==> src/rtl/mem_bus_responder_pkg.sv <==
// rtl/mem_bus_responder_pkg.sv - shared states, I/O offsets and reset constants
package mem_bus_responder_pkg;

    typedef enum logic [1:0] {
        ST_IDLE     = 2'd0,
        ST_RAM_WAIT = 2'd1,
        ST_RESP     = 2'd2
    } state_e;

    localparam logic [7:0] IO_OUT    = 8'h00;
    localparam logic [7:0] IO_TIMER  = 8'h01;
    localparam logic [7:0] IO_CMP    = 8'h02;
    localparam logic [7:0] IO_STATUS = 8'h03;

    localparam logic [15:0] CMP_RESET = 16'hFFFF;

    function automatic logic is_io(input logic [15:0] addr, input logic [15:0] base);
        return addr >= base;
    endfunction

endpackage

==> src/rtl/mem_bus_responder_if.sv <==
// rtl/mem_bus_responder_if.sv - CPU-side request/ready bus
interface mem_bus_responder_if;
    logic        req;
    logic [15:0] addr;
    logic        we;
    logic [15:0] wdata;
    logic        ready;
    logic [15:0] rdata;

    modport master (output req, addr, we, wdata, input ready, rdata);
    modport slave  (input req, addr, we, wdata, output ready, rdata);
endinterface

==> src/rtl/mem_bus_responder_io_timer.sv <==
// rtl/mem_bus_responder_io_timer.sv - free-running timer, compare, sticky match status
module mem_bus_responder_io_timer
    import mem_bus_responder_pkg::*;
(
    input  logic        clk,
    input  logic        rst,
    input  logic        timer_we_i,
    input  logic        cmp_we_i,
    input  logic        status_clr_i,
    input  logic [15:0] wdata_i,
    output logic [15:0] timer_o,
    output logic [15:0] cmp_o,
    output logic        irq_o
);

    logic [15:0] timer_q, timer_d;
    logic [15:0] cmp_q, cmp_d;
    logic        status_q, status_d;

    // Match uses the pre-increment value; a set wins over a same-cycle clear.
    always_comb begin
        timer_d  = timer_we_i ? wdata_i : timer_q + 16'd1;
        cmp_d    = cmp_we_i ? wdata_i : cmp_q;
        status_d = status_q;
        if (status_clr_i) begin
            status_d = 1'b0;
        end
        if (timer_q == cmp_q) begin
            status_d = 1'b1;
        end
    end

    always_ff @(posedge clk) begin
        if (rst) begin
            timer_q  <= 16'h0000;
            cmp_q    <= CMP_RESET;
            status_q <= 1'b0;
        end else begin
            timer_q  <= timer_d;
            cmp_q    <= cmp_d;
            status_q <= status_d;
        end
    end

    assign timer_o = timer_q;
    assign cmp_o   = cmp_q;
    assign irq_o   = status_q;

endmodule

==> src/rtl/mem_bus_responder.sv <==
// rtl/mem_bus_responder.sv - bus target: RAM forwarding with wait states plus I/O page
module mem_bus_responder
    import mem_bus_responder_pkg::*;
#(
    parameter logic [15:0] IO_BASE     = 16'hFF00,
    parameter int          WAIT_STATES = 2
) (
    input  logic                       clk,
    input  logic                       rst,
    mem_bus_responder_if.slave         bus,
    output logic                       ramEn,
    output logic                       ramWe,
    output logic [15:0]                ramAddr,
    output logic [15:0]                ramWdata,
    input  logic [15:0]                ramRdata,
    output logic [15:0]                outPort,
    output logic                       irq
);

    localparam logic [3:0] WS_CNT = 4'(WAIT_STATES);

    state_e      state_q;
    logic [3:0]  cnt_q;
    logic        ready_q;
    logic [15:0] rdata_q;
    logic [15:0] out_q;
    logic        we_q;

    logic        accept, io_hit, io_wr;
    logic [7:0]  offset;
    logic [15:0] io_rdata;
    logic [15:0] timer, cmp;

    assign accept   = (state_q == ST_IDLE) && bus.req;
    assign io_hit   = is_io(bus.addr, IO_BASE);
    assign offset   = bus.addr[7:0];
    assign io_wr    = accept && io_hit && bus.we;

    // RAM strobe is combinational so the access starts in the accept cycle.
    assign ramEn    = accept && !io_hit;
    assign ramWe    = ramEn && bus.we;
    assign ramAddr  = bus.addr;
    assign ramWdata = bus.wdata;

    always_comb begin
        io_rdata = 16'h0000;
        case (offset)
            IO_OUT:    io_rdata = out_q;
            IO_TIMER:  io_rdata = timer;
            IO_CMP:    io_rdata = cmp;
            IO_STATUS: io_rdata = {15'h0000, irq};
            default:   io_rdata = 16'h0000;
        endcase
    end

    mem_bus_responder_io_timer u_io_timer (
        .clk          (clk),
        .rst          (rst),
        .timer_we_i   (io_wr && offset == IO_TIMER),
        .cmp_we_i     (io_wr && offset == IO_CMP),
        .status_clr_i (io_wr && offset == IO_STATUS && bus.wdata[0]),
        .wdata_i      (bus.wdata),
        .timer_o      (timer),
        .cmp_o        (cmp),
        .irq_o        (irq)
    );

    always_ff @(posedge clk) begin
        if (rst) begin
            state_q <= ST_IDLE;
            cnt_q   <= 4'd0;
            ready_q <= 1'b0;
            rdata_q <= 16'h0000;
            out_q   <= 16'h0000;
            we_q    <= 1'b0;
        end else begin
            ready_q <= 1'b0;
            case (state_q)
                ST_IDLE: begin
                    if (bus.req) begin
                        we_q <= bus.we;
                        if (io_hit) begin
                            rdata_q <= bus.we ? 16'h0000 : io_rdata;
                            ready_q <= 1'b1;
                            state_q <= ST_RESP;
                            if (bus.we && offset == IO_OUT) begin
                                out_q <= bus.wdata;
                            end
                        end else begin
                            cnt_q   <= WS_CNT;
                            state_q <= ST_RAM_WAIT;
                        end
                    end
                end
                ST_RAM_WAIT: begin
                    if (cnt_q == 4'd0) begin
                        rdata_q <= we_q ? 16'h0000 : ramRdata;
                        ready_q <= 1'b1;
                        state_q <= ST_RESP;
                    end else begin
                        cnt_q <= cnt_q - 4'd1;
                    end
                end
                ST_RESP: state_q <= ST_IDLE;
                default: state_q <= ST_IDLE;
            endcase
        end
    end

    assign bus.ready = ready_q;
    assign bus.rdata = rdata_q;
    assign outPort   = out_q;

endmodule

==> src/flat_wrapper.sv <==
// flat-port wrapper written by rule: the top's interface ports become plain ports
module mem_bus_responder_flat import mem_bus_responder_pkg::*;
#(
    parameter logic [15:0] IO_BASE     = 16'hFF00,
    parameter int          WAIT_STATES = 2
)
  (clk, rst, ramEn, ramWe, ramAddr, ramWdata, ramRdata, outPort, irq, bus_req, bus_addr, bus_we, bus_wdata, bus_ready, bus_rdata);
  mem_bus_responder_if bus_i ();
  input  logic clk;
  input  logic rst;
  output logic ramEn;
  output logic ramWe;
  output logic [15:0] ramAddr;
  output logic [15:0] ramWdata;
  input  logic [15:0] ramRdata;
  output logic [15:0] outPort;
  output logic irq;
  input wire logic [$bits(bus_i.req)-1:0] bus_req;
  input wire logic [$bits(bus_i.addr)-1:0] bus_addr;
  input wire logic [$bits(bus_i.we)-1:0] bus_we;
  input wire logic [$bits(bus_i.wdata)-1:0] bus_wdata;
  output wire logic [$bits(bus_i.ready)-1:0] bus_ready;
  output wire logic [$bits(bus_i.rdata)-1:0] bus_rdata;
  assign bus_i.req = bus_req;
  assign bus_i.addr = bus_addr;
  assign bus_i.we = bus_we;
  assign bus_i.wdata = bus_wdata;
  assign bus_ready = bus_i.ready;
  assign bus_rdata = bus_i.rdata;
  mem_bus_responder #(.IO_BASE(IO_BASE), .WAIT_STATES(WAIT_STATES)) u_core (.clk(clk), .rst(rst), .bus(bus_i), .ramEn(ramEn), .ramWe(ramWe), .ramAddr(ramAddr), .ramWdata(ramWdata), .ramRdata(ramRdata), .outPort(outPort), .irq(irq));
endmodule
==> config.mk <==
export PLATFORM = sky130hd
export DESIGN_NAME = mem_bus_responder_flat
export DESIGN_NICKNAME = d
export VERILOG_FILES = /design/src/rtl/mem_bus_responder_pkg.sv /design/src/rtl/mem_bus_responder_if.sv /design/src/rtl/mem_bus_responder_io_timer.sv /design/src/rtl/mem_bus_responder.sv /design/src/flat_wrapper.sv
export SDC_FILE = /design/constraint.sdc
export NUM_CORES = 1
export LEC_CHECK = 0
export CAP_MARGIN = 10
export CORE_UTILIZATION = 45
export DETAILED_ROUTE_END_ITERATION = 7
export HOLD_SLACK_MARGIN = 0.03
export PLACE_DENSITY = 0.77
export SLEW_MARGIN = 40
export SYNTH_ARGS = -nofsm -noshare
export SYNTH_HDL_FRONTEND = slang
export SYNTH_SLANG_ARGS = --single-unit
==> constraint.sdc <==
create_clock -name clk -period 3.9 [get_ports clk]
set_input_delay 0.585 -clock clk [delete_from_list [all_inputs] [get_ports clk]]
set_output_delay 0.585 -clock clk [all_outputs]
set_load 0.005 [all_outputs]
=== Word level (Yosys, flattened, before mapping) ===
Index checks and enable logic that the tools add are counted.
Widths: inputs -> output; s select.

* Bits in registers: 73
* Latch bits: 0
* Bits in writable memories: 0
* Memory bits (read-only): 0
* Input bits: 52
* Memories kept: 0

* $add $sub $neg: 2
* $mul: 0
* Div/mod/pow operators: 0
* $lt $le $gt $ge: 1
* Eq/ne operators: 10
* Shifts and indexed selects: 0
* Muxes and demuxes: 22
* Bitwise gates (word level): 0
* Reduce and logical (&&, ||, !) cells: 21

{| class="wikitable"
|+ Operators with widths
! operator !! number
|-
| $mux 16 || 6
|-
| $pmux 16 s4 || 1
|-
| $pmux 16 s2 || 1
|-
| $add 16x1->16 const B || 1
|-
| $eq 16x16->1 || 1
|-
| $eq 8x2->1 const B || 2
|-
| $ge 16x16->1 const B || 1
|-
| $mux 4 || 3
|-
| $reduce_and 4->1 || 3
|-
| $logic_and 1x1->1 || 10
|-
| $eq 8x1->1 const B || 1
|-
| $logic_not 8->1 || 1
|-
| $pmux 4 s2 || 1
|-
| $mux 2 || 3
|-
| $ne 2x2->1 const B || 3
|-
| $mux 1 || 5
|-
| $logic_not 4->1 || 1
|-
| $ne 2x1->1 const B || 2
|-
| $pmux 2 s2 || 1
|-
| $reduce_and 2->1 || 2
|-
| $reduce_bool 2->1 || 2
|-
| $sub 4x1->4 const B || 1
|-
| $eq 2x1->1 const B || 1
|-
| $logic_not 2->1 || 1
|-
| 2 further kinds || 2
|}

=== Logic depth before layout (Yosys ltp) ===
* Word-level depth: 8
* Mapped depth: 8

=== By module ===
Synthesis repeated with hierarchy kept, for this count alone.

* Cell total of the unflattened synthesis: 450
* Area, all modules: 4043.9 um^2

{| class="wikitable"
|+ Modules (own cells, without submodules)
! module !! times used !! cells an instance !! area each (um^2) !! seq. area each (um^2)
|-
| mem_bus_responder || 1 || 271 || 2421.1 || 800.8
|-
| mem_bus_responder_io_timer || 1 || 179 || 1622.8 || 660.6
|}

=== Worst setup path after synthesis ===
OpenSTA, ideal clock, no wires.

* Kind: input to register
* Start: input port bus_addr[3]
* End: register u_core.u_io_timer.cmp_q[10] (netlist: u_core.u_io_timer.cmp_o[10])
* Setup time: 0.120 ns
* Arrival: 1.978 ns
* Required time: 3.780 ns
* Setup slack: 1.803 ns
* Cell stages on the path: 5
* Buffers on the path: 1
* Path through: or4_4 nor4_4 nand2_4 buf_6 a211o_1

* Cells in the longest elaborated chain, start to end: 4
* Elaborated cells on any way between the ends: 5

{| class="wikitable"
|+ RTL lines
! what !! line !! text
|-
| start, declared || flat_wrapper.sv:19 || <nowiki>input wire logic [$bits(bus_i.addr)-1:0] bus_addr;</nowiki>
|-
| $ge 16x16->1 || mem_bus_responder_pkg.sv:18 || <nowiki>return addr >= base;</nowiki>
|-
| $logic_and 1x1->1 (2 in a row) || mem_bus_responder.sv:37 || <nowiki>assign io_wr = accept && io_hit && bus.we;</nowiki>
|-
| $logic_and 1x1->1 (*) || mem_bus_responder.sv:60 || <nowiki>.cmp_we_i (io_wr && offset == IO_CMP),</nowiki>
|-
| end signal, assigned || mem_bus_responder_io_timer.sv:40 || <nowiki>cmp_q <= cmp_d;</nowiki>
|-
| end, declared || mem_bus_responder_io_timer.sv:17 || <nowiki>logic [15:0] cmp_q, cmp_d;</nowiki>
|}

Mark *: on every way between the ends. The rest lies on a longest branch, timed or not.
A chain may end at the register's enable or synchronous reset.

=== Worst setup path in the final report ===
* Start: input port bus_req
* End: output port ramEn

* Cells in the longest elaborated chain, start to end: 2

{| class="wikitable"
|+ RTL lines
! what !! line !! text
|-
| start, declared || flat_wrapper.sv:18 || <nowiki>input wire logic [$bits(bus_i.req)-1:0] bus_req;</nowiki>
|-
| $logic_and 1x1->1 || mem_bus_responder.sv:34 || <nowiki>assign accept = (state_q == ST_IDLE) && bus.req;</nowiki>
|-
| $logic_and 1x1->1 || mem_bus_responder.sv:40 || <nowiki>assign ramEn = accept && !io_hit;</nowiki>
|-
| end, declared || flat_wrapper.sv:11 || <nowiki>output logic ramEn;</nowiki>
|}

No other way between the ends.

==> flow_metrics.tcl <==
set metrics [dict create \
    dp_cells 626 \
    r2r_slack_ns 1.84 \
    synth_seq_cells 73 \
    coreArea_um2 8721 \
    r2r_start "u_core.cnt_q[0]" \
    track_usage_pct 25.21 \
    pwr-share-clk_pct 34.7 \
    slew_violations 0 \
    synthCells 461 \
    pwr_density_cell_nw_per_um2 325.6 \
    cts_tree "yes" \
    syn_avg_cell_area_um2 8.780 \
    netlist_area_um2 4048 \
    io_buffers 119 \
    htreeDepth 3 \
    fin_cells 643 \
    final_cell_mix "clkdlybuf4s50_1, dfxtp_1, a21oi_1" \
    num-nets-final 585 \
    cts_made_buffers 9 \
    dpl.hpwl_um 8174 \
    cts-root-buf "clkbuf_8" \
    antenna_cells 0 \
    path_cells "clkdlybuf4s50_1 -> or3b_2 -> o21bai_1 -> inv_1 -> clkdlybuf4s50_1" \
    hold_depth 2 \
    die_x_um 96.84 \
    tns_ns 0 \
    reg2reg_to "u_core.bus.rdata[0]" \
    worst_slew_pin_slew_ns 0.7529 \
    crit_path_end_kind "primary output" \
    dieArea_um2 9378 \
    die_h_um 96.84 \
    crit_path_frequent_cell "clkdlybuf4s50_1" \
    cpMaxStageDelayCell "clkdlybuf4s50_1" \
    cp_data_required_time_ns 3.31 \
    cp-start-kind "input port" \
    arrival_ns 2.40 \
    clock.fmax_mhz 334.8 \
    critPathMaxFanout 5 \
    netlist-cell-type-count 43 \
    cts_sinks 73 \
    async_flop_share_pct 0 \
    start_util_pct 46.41 \
    drt_pass1_iterations 5 \
    drt-total-wl_um 11730 \
    fill_cells 754 \
    netlist.area_leader.share_pct 36.11 \
    holdCritStartpoint "u_core.we_q" \
    intPower_mw 1.262 \
    post_cts_resized 0 \
    drt-initial-drc-count 246 \
    post-route-period-util_pct 76.58 \
    min_period_ns 2.987 \
    hold_viol 0 \
    p_seq_share_pct 47.0 \
    grt_pass1_wl_um 19150 \
    min_to "u_core.we_q" \
    p_leak_nw 1.817 \
    postRouteAntennaNets 0 \
    place_area_um2 5035 \
    reg2reg_depth 7 \
    cap_violations 0 \
    clock_skew_ns 0.009009 \
    yosysTopAreaCell "dfxtp_1" \
    overflow 0 \
    total_power_mw 1.703 \
    clock_path_buffers 2 \
    crit_family "buffers and inverters" \
    io_pins 120 \
    post_cts_buffers 0 \
    wl_per_cell_um 18.24 \
    synth-seq-area-share_pct 36.11 \
    critical_path_class "in2out" \
    std_cell_rows 34 \
    ys_warn_count 0 \
    setup_viol 0 \
    hold_class "reg2reg" \
    drc 0 \
    p_sw_mw 0.4407 \
    ir_worst_vdd_v 0.0001986 \
    slowest_delay_ns 0.50 \
    rsz0062_at_grt "false" \
    combPwrFrac_pct 18.3 \
    path_clk_slew_ns 0.07 \
    hold_buffers 0 \
    drive_gt1_share_pct 7.103 \
    syn_nets 516 \
    grt_pass1_vias 3728 \
    relSlewSlack_pct 49.81 \
    worst-path-buf-inv 3 \
    worstSkewPairLatency_ns 0.36 \
    mostFrequentLayoutCell "clkdlybuf4s50_1" \
    gp_congestion 0.8882 \
    synth_top_flop_cell "dfxtp_1" \
    via_per_inst 5.947 \
    final_core_util_pct 59.99 \
    antenna_found_initial 0 \
    synth.area.top_cells "dfxtp_1, buf_4, a21oi_1, o31ai_1, mux2i_1" \
    vias 3824 \
    switching_share_pct 25.88 \
    synth_edf_count 0 \
    area_delta_synth_final_pct 29.24 \
    status "finished, final reports clean" \
    fin_area_um2 5231 \
    grt_max_degree 45 \
]
==> metrics by stage <==
stage / hold WS [ns] / setup slack (ns)
after floorplan: 0.4367 / 1.803
after detailed placement: 0.4676 / 0.8585
after global placement: 0.4556 / 0.9356
after CTS: 0.4776 / 0.9081
after global routing: 0.5015 / 0.8257
final: 0.4751 / 0.9132
==> cells by family after synthesis <==
group	count (synthesis)	synth area share, %
compound gates	146	24.08
xor+xnor	30	6.491
fa+ha+maj	3	0.9275
buf+inv	79	10.88
flops	73	36.11
mux	18	4.760
simple gates	112	16.75
==> state kept, by name, indices dropped and copies added (netlist names) <==
signal / count
u_core.bus.ready: 1
u_core.outPort: 16
u_core.state_q: 2
u_core.u_io_timer.cmp_o: 16
u_core.u_io_timer.timer_o: 16
u_core.cnt_q: 4
u_core.we_q: 1
u_core.u_io_timer.irq_o: 1
u_core.bus.rdata: 16
==> area by class of cell <==
type,count,area (µm²),area share (%)
clock buffer,13,148.9,2.846
clock inverter,3,40.04,0.7654
inverter,8,30.03,0.5740
multi-input combinational,309,2150,41.09
sequential,73,1461,27.94
tap,108,135.1,2.583
timing repair buffer,129,1266,24.20
==> power groups by stage <==
stage / clock (mW) / sequential, mW / combinational (mW)
2_1_floorplan: 0 / 0.813 / 0.161
3_3_place_gp: 0 / 0.816 / 0.303
3_5_place_dp: 0 / 0.818 / 0.309
4_1_cts: 0.591 / 0.801 / 0.311
5_1_grt: 0.627 / 0.805 / 0.336
6_report: 0.591 / 0.801 / 0.311
==> worst max-delay path by stage <==
stage / start / endpoint / cells after the start
6_report: bus_req / ramEn / 5
5_1_grt: bus_req / ramEn / 5
4_1_cts: bus_req / ramEn / 5
3_5_place_dp: bus_addr[0] / u_core.u_io_timer.timer_o[15] / 6
3_3_place_gp: bus_req / ramEn / 5
2_1_floorplan: bus_addr[3] / u_core.u_io_timer.cmp_o[10] / 5
==> worst register-to-register path: stages, from the launching register on <==
cell and delay (ns):
dfxtp_1 0.33, inv_1 0.10, ha_1 0.15, or3b_2 0.49, nor2_1 0.13, buf_4 0.23
or2_2 0.37, a21oi_1 0.14
==> cells in the mapped netlist (all sizes together) (3+ instances only) <==
library cell	n
nor2	9
and2	3
nor4	11
a22oi	16
xor2	18
inv	8
ha	3
a21oi	44
nand3	29
buf	45
o2bb2ai	15
a211o	16
nand2	7
clkbuf	26
nor3	14
o31ai	25
a211oi	7
dfxtp	73
o21ai	19
and3	19
nor2b	3
xnor2	12
mux2i	17
nand4	6
==> metal layers <==
layer  global-route usage (%)  vias to the layer above  wire length [µm]
met2                    41.66                      152              5688
met3                    4.913                       13               610
li1                         -                     1818                 -
met1                    33.14                     1841              5218
met4                    7.692                        0               209
met5                        0                        -                 0
No activity file was read; power rests on OpenSTA's default activity.
